<file path="config.mk">
export PLATFORM = sky130hd
export DESIGN_NAME = cw_capture_ctrl
export DESIGN_NICKNAME = d
export VERILOG_FILES = /design/src/rtl/cw_pkg.sv /design/src/rtl/cw_trig_match.sv /design/src/rtl/cw_capture_ctrl.sv
export SDC_FILE = /design/constraint.sdc
export NUM_CORES = 1
export LEC_CHECK = 0
export ABC_AREA = 1
export CAP_MARGIN = 25
export CORE_MARGIN = 5
export CORE_UTILIZATION = 50
export CTS_CLUSTER_SIZE = 8
export DETAILED_ROUTE_END_ITERATION = 12
export MAX_ROUTING_LAYER = met4
export PLACE_DENSITY = 0.87
export SLEW_MARGIN = 20
export SYNTH_ARGS = -nofsm -noshare
export SYNTH_HDL_FRONTEND = slang
export SYNTH_SLANG_ARGS = --single-unit
</file>
<file path="constraint.sdc">
create_clock -name trig_clk -period 2.44 [get_ports trig_clk]
set_clock_uncertainty 0.2 [all_clocks]
set_input_delay 0.244 -clock trig_clk [delete_from_list [all_inputs] [get_ports trig_clk]]
set_output_delay 0.244 -clock trig_clk [all_outputs]
set_load 0.01 [all_outputs]
</file>
<file path="src/rtl/cw_pkg.sv">
// Shared types and helpers for the watcher capture sequencer.
package cw_pkg;

    typedef enum logic [1:0] {
        IDLE  = 2'd0,
        ARMED = 2'd1,
        POST  = 2'd2,
        DONE  = 2'd3
    } state_t;

    localparam int WT_ADDR_W = 16;

    function automatic int clip(input int v, input int lim);
        return (v > lim) ? lim : v;
    endfunction

endpackage

</file>
<file path="src/rtl/cw_trig_match.sv">
// Mask/value trigger compare with optional rising-edge qualification.
module cw_trig_match #(
    parameter int PROBE_W = 17
) (
    input  logic               trig_clk,
    input  logic               jrstn,
    input  logic               clr,
    input  logic [PROBE_W-1:0] probe,
    input  logic [PROBE_W-1:0] trig_mask,
    input  logic [PROBE_W-1:0] trig_value,
    input  logic               trig_edge,
    output logic               hit
);

    logic match;
    logic match_q;

    assign match = ((probe ^ trig_value) & trig_mask) == '0;

    // Cleared on arm so a match already present at arm counts as an edge.
    always_ff @(posedge trig_clk or negedge jrstn) begin
        if (!jrstn)   match_q <= 1'b0;
        else if (clr) match_q <= 1'b0;
        else          match_q <= match;
    end

    assign hit = trig_edge ? (match & ~match_q) : match;

endmodule

</file>
<file path="src/rtl/cw_capture_ctrl.sv">
// Trace RAM capture sequencer: circular pre-trigger fill, post-trigger count, idle readback.
module cw_capture_ctrl
    import cw_pkg::*;
#(
    parameter int PROBE_W = 17,
    parameter int ADDR_W  = 10
) (
    input  logic                 trig_clk,
    input  logic                 jrstn,
    input  logic                 arm,
    input  logic                 abort,
    input  logic [PROBE_W-1:0]   probe,
    input  logic [PROBE_W-1:0]   trig_mask,
    input  logic [PROBE_W-1:0]   trig_value,
    input  logic                 trig_edge,
    input  logic [ADDR_W-1:0]    pre_len,
    input  logic [ADDR_W-1:0]    post_len,
    input  logic                 rd_en,
    input  logic [ADDR_W-1:0]    rd_addr,
    output logic                 wt_ce,
    output logic                 wt_en,
    output logic [WT_ADDR_W-1:0] wt_addr,
    output logic                 busy,
    output logic                 triggered,
    output logic                 done,
    output logic [ADDR_W-1:0]    trig_addr,
    output logic [ADDR_W-1:0]    start_addr
);

    localparam int DEPTH = 1 << ADDR_W;

    state_t            state;
    logic [ADDR_W-1:0] wr_ptr, fill_cnt, post_cnt;
    logic [ADDR_W-1:0] pre_eff, post_eff;
    logic [ADDR_W-1:0] pre_next, post_next;
    logic              writing, arm_go, hit, fire;

    assign writing = (state == ARMED) || (state == POST);
    assign arm_go  = arm && !abort && !writing;
    assign fire    = (state == ARMED) && (fill_cnt == pre_eff) && hit;

    // Window must fit the RAM: pre + trigger + post <= DEPTH.
    assign pre_next  = ADDR_W'(clip(int'(pre_len), DEPTH - 1));
    assign post_next = ADDR_W'(clip(int'(post_len), DEPTH - 1 - int'(pre_next)));

    cw_trig_match #(.PROBE_W(PROBE_W)) u_match (
        .trig_clk   (trig_clk),
        .jrstn      (jrstn),
        .clr        (arm_go),
        .probe      (probe),
        .trig_mask  (trig_mask),
        .trig_value (trig_value),
        .trig_edge  (trig_edge),
        .hit        (hit)
    );

    always_ff @(posedge trig_clk or negedge jrstn) begin
        if (!jrstn) begin
            state      <= IDLE;
            wr_ptr     <= '0;
            fill_cnt   <= '0;
            post_cnt   <= '0;
            pre_eff    <= '0;
            post_eff   <= '0;
            triggered  <= 1'b0;
            trig_addr  <= '0;
            start_addr <= '0;
        end else if (arm_go) begin
            state      <= ARMED;
            wr_ptr     <= '0;
            fill_cnt   <= '0;
            post_cnt   <= '0;
            pre_eff    <= pre_next;
            post_eff   <= post_next;
            triggered  <= 1'b0;
            trig_addr  <= '0;
            start_addr <= '0;
        end else if (abort && writing) begin
            state <= IDLE;
        end else if (state == ARMED) begin
            wr_ptr <= wr_ptr + ADDR_W'(1);
            if (fill_cnt != pre_eff) fill_cnt <= fill_cnt + ADDR_W'(1);
            if (fire) begin
                triggered  <= 1'b1;
                trig_addr  <= wr_ptr;
                start_addr <= wr_ptr - pre_eff;
                post_cnt   <= post_eff;
                state      <= (post_eff == '0) ? DONE : POST;
            end
        end else if (state == POST) begin
            wr_ptr   <= wr_ptr + ADDR_W'(1);
            post_cnt <= post_cnt - ADDR_W'(1);
            if (post_cnt == ADDR_W'(1)) state <= DONE;
        end
    end

    // RAM port decode uses only registered state plus the readback request.
    always_comb begin
        wt_ce   = 1'b0;
        wt_en   = 1'b0;
        wt_addr = '0;
        if (writing) begin
            wt_ce   = 1'b1;
            wt_en   = 1'b1;
            wt_addr = WT_ADDR_W'(wr_ptr);
        end else if (rd_en) begin
            wt_ce   = 1'b1;
            wt_addr = WT_ADDR_W'(rd_addr);
        end
    end

    assign busy = writing;
    assign done = (state == DONE);

endmodule

</file>
==> out/results.ini <==
[outcome]
status=complete, no violations

[critical_path]
start_kind=flip-flop
timing.rr.end=wr_ptr[7]
rrSetupSlack_ns=0.15
cp_slowest_cell=dfrtp_2
cpPeakStageDelay_ns=0.44
crit_arrival_ns=2.34
path_cells=ha_4 > nand2_1 > nor2_4 > nor2_1 > nand2_2 > nand2_2 > inv_2 > nand3_1 > nor3_2 > nand3_1 > nand2_1 > nor2_1
crit_start=state[1]
crit_fanout=5
ff2ff_path_depth=12
endpoint_kind=flip-flop
setup.worst_path.end=wr_ptr[7]
crit_required_ns=2.49
reg2reg_from=state[1]
critical_path_class=flip-flop to flip-flop

[pwr]
power_mw=6.81
sw_frac_of_total=0.436
power_frac_comb=0.534
irDropWorstVdd_uv=494
netSwitchingPower_mw=2.97
p_clk_frac=0.186
p_int_mw=3.84
p_seq_frac=0.281
p_leak_nw=3.31
p_per_area_nw_per_um2=1010

[detailed_routing]
route.detailed.drc=0
via_count=5255
routedWlPerCell_microns=14.8
vias_per_cell=5.41
routed_wl_microns=14400
first_iter_violations=527
dr.pass1.iters=5
antenna_left=0

[global_route]
grt_pass1_vias=5236
grt_overflow=0
grt_max_degree=31
grt_usage=0.242
grt_pass1_wl_microns=24100
grt_antenna_before_repair=0

[clock_tree]
cts_max_path_buffers=2
htree_levels=3
cts_root_buffer=clkbuf_8
clk_latency_ns=0.36
cts_tree=yes
clk_pin_slew_ns=0.08
cts-buffers-inserted=9
clkSinkCount=74

[logic_synthesis]
synth.distinct_cells=45
ys_warn_count=0
synth-edff-count=0
synth-seq-area-share=0.366
syn-instance-count=701
ys_ff_latch=74
synth_area_sq_um=5060
synth_area_per_cell_sq_um=7.22
async_reset_ff_frac=1.00
synthFlopType=dfrtp_1

[timing]
max_slew_margin=0.597
fmax_ghz=0.437
tns_ns=0
fin_crit_ns=2.29
worstMarginPinSlew_ns=0.598
hold_violations=0
finalSetupViolations=0
drv_slew=0
post-route-period-util=0.938
rsz0062_at_grt=no

[cells_and_area]
area_growth_pct=33.7
drive_gt1_frac=0.0787
fin_nets=948
num_antenna_cells=0
fin_util=0.689
fillerInstances=790

[die]
dieArea_sq_um=12200
start_util=0.515
core_sq_um=9820
die_w_microns=111
die_h_microns=111
placement_rows=36
pin_count=128

[place]
port_buffers=121
place.gp.congestion=1.00
hpwl_microns=11600

[flow_run]
max-cap-violations=0

[worst_hold_path]
hold_path_class=input port to async pin

-- layer usage --
metal | part of all wire | track usage
met1 | 0.41 | 0.289
met2 | 0.48 | 0.403
met3 | 0.084 | 0.0553
met4 | 0.028 | 0.0887
met5 | 0 | -
-- per-stage QoR --
stage / hold slack, ns / instance area [sq um] / cells / setup WS (ns)
3_3_place_gp: 0.0360 / 6460 / 954 / 0.164
6_report: 0.177 / 6770 / 972 / 0.151
3_5_place_dp: 0.0417 / 6460 / 954 / 0.0790
2_1_floorplan: -0.252 / 5080 / 706 / 0.366
5_1_grt: 0.236 / 6770 / 972 / 0.0349
4_1_cts: 0.196 / 6750 / 972 / 0.0145
-- power groups by stage --
stage | registers (mW) | clock network, mW | logic (mW)
2_1_floorplan | 1.82 | 0 | 2.40
3_3_place_gp | 1.90 | 0 | 3.41
3_5_place_dp | 1.91 | 0 | 3.56
4_1_cts | 1.89 | 1.27 | 3.59
5_1_grt | 1.95 | 1.33 | 4.07
6_report | 1.91 | 1.26 | 3.63
-- repair_timing --
item | CTS | global route
setup endpoints to repair | 11 | 2
hold buffers | 1 | 0
setup buffers | 1 | 0
hold endpoints to repair | 21 | 0
gates resized for setup | 11 | 5
-- layout make-up --
class	count	area, sq um	share of cell area
multi-input cells	514	2740	0.405
flip-flops and latches	74	1850	0.274
repair buffers	144	1400	0.206
inverters	91	345	0.0510
well taps	133	166	0.0246
clock buffers	11	141	0.0209
clock inverters	5	125	0.0185
-- critical path: cells and delay by family, from the launching register on --
| family | cells | cell delay (ns) |
|---|---|---|
| buf+inv | 1 | 0.12 |
| flops | 1 | 0.44 |
| fa+ha+maj | 1 | 0.31 |
| simple gates | 10 | 1.12 |
-- state kept, by name, summed over array words and instances, names as in the netlist --
signal	flops
u_match.match_q	1
pre_eff	10
state	2
fill_cnt	10
post_cnt	10
triggered	1
trig_addr	10
start_addr	10
wr_ptr	10
post_eff	10
-- worst min-delay path by stage --
stage / end / from / cells after the start / slack, ns
2_1_floorplan: fill_cnt[0] / jrstn / 0 / -0.25
3_3_place_gp: start_addr[6] / jrstn / 1 / 0.04
3_5_place_dp: start_addr[4] / jrstn / 1 / 0.04
4_1_cts: wr_ptr[7] / jrstn / 2 / 0.20
5_1_grt: wr_ptr[7] / jrstn / 2 / 0.24
6_report: wr_ptr[7] / jrstn / 2 / 0.18
-- cell usage after synthesis (3+ instances only) --
library cell / n / share of area
nand4_1: 6 / 0.0074
buf_2: 3 / 0.0030
xor2_1: 19 / 0.033
a22oi_1: 3 / 0.0044
inv_2: 3 / 0.0022
nor4_1: 4 / 0.0049
nor3_1: 11 / 0.011
nand3_2: 4 / 0.0079
buf_6: 3 / 0.0067
dfrtp_1: 74 / 0.37
ha_1: 26 / 0.064
a32oi_1: 3 / 0.0052
a21oi_1: 25 / 0.025
nand2_1: 191 / 0.14
buf_4: 8 / 0.012
o21ai_1: 13 / 0.013
xnor2_1: 5 / 0.0087
nor2_1: 44 / 0.033
nand2_2: 7 / 0.0087
inv_1: 87 / 0.065
nand3_1: 64 / 0.063
clkbuf_1: 8 / 0.0059
o21ai_2: 5 / 0.0087
o21ai_0: 50 / 0.049
buf_1: 4 / 0.0030
o31ai_1: 7 / 0.010
-- layout by cell type, fill, tap and decap left out, types with 3 or more instances in the layout --
cell type        netlist  final
xnor2_1                5      5
o21ai_2                5      5
dfrtp_1               74     73
ha_1                  26     25
nor3_1                11     11
buf_4                  8     20
a21oi_1               25     25
o21ai_0               50     50
nand4_1                6      6
nand2_2                7      7
nand3_2                4      4
a32oi_1                3      3
clkdlybuf4s50_1        0    109
nor4_1                 4      4
conb_1                 1      6
inv_1                 87     86
bufinv_16              0      4
nand2_1              191    191
xor2_1                19     19
nand3_1               64     64
nor2_1                44     44
dlygate4sd2_1          0      9
a22oi_1                3      3
inv_2                  3      3
o21ai_1               13     13
clkbuf_8               0     10
o31ai_1                7      7
-- cell families (layout without fill, tap and decap cells) --
family | count (synthesis) | count (layout) | synth area share
buf+inv | 118 | 251 | 0.0989
fa+ha+maj | 27 | 27 | 0.0682
xor+xnor | 24 | 24 | 0.0415
compound gates | 117 | 117 | 0.132
simple gates | 340 | 340 | 0.293
flops | 74 | 74 | 0.366
other cells | 1 | 6 | 0.000741
Power figures use the tool's default switching activity.
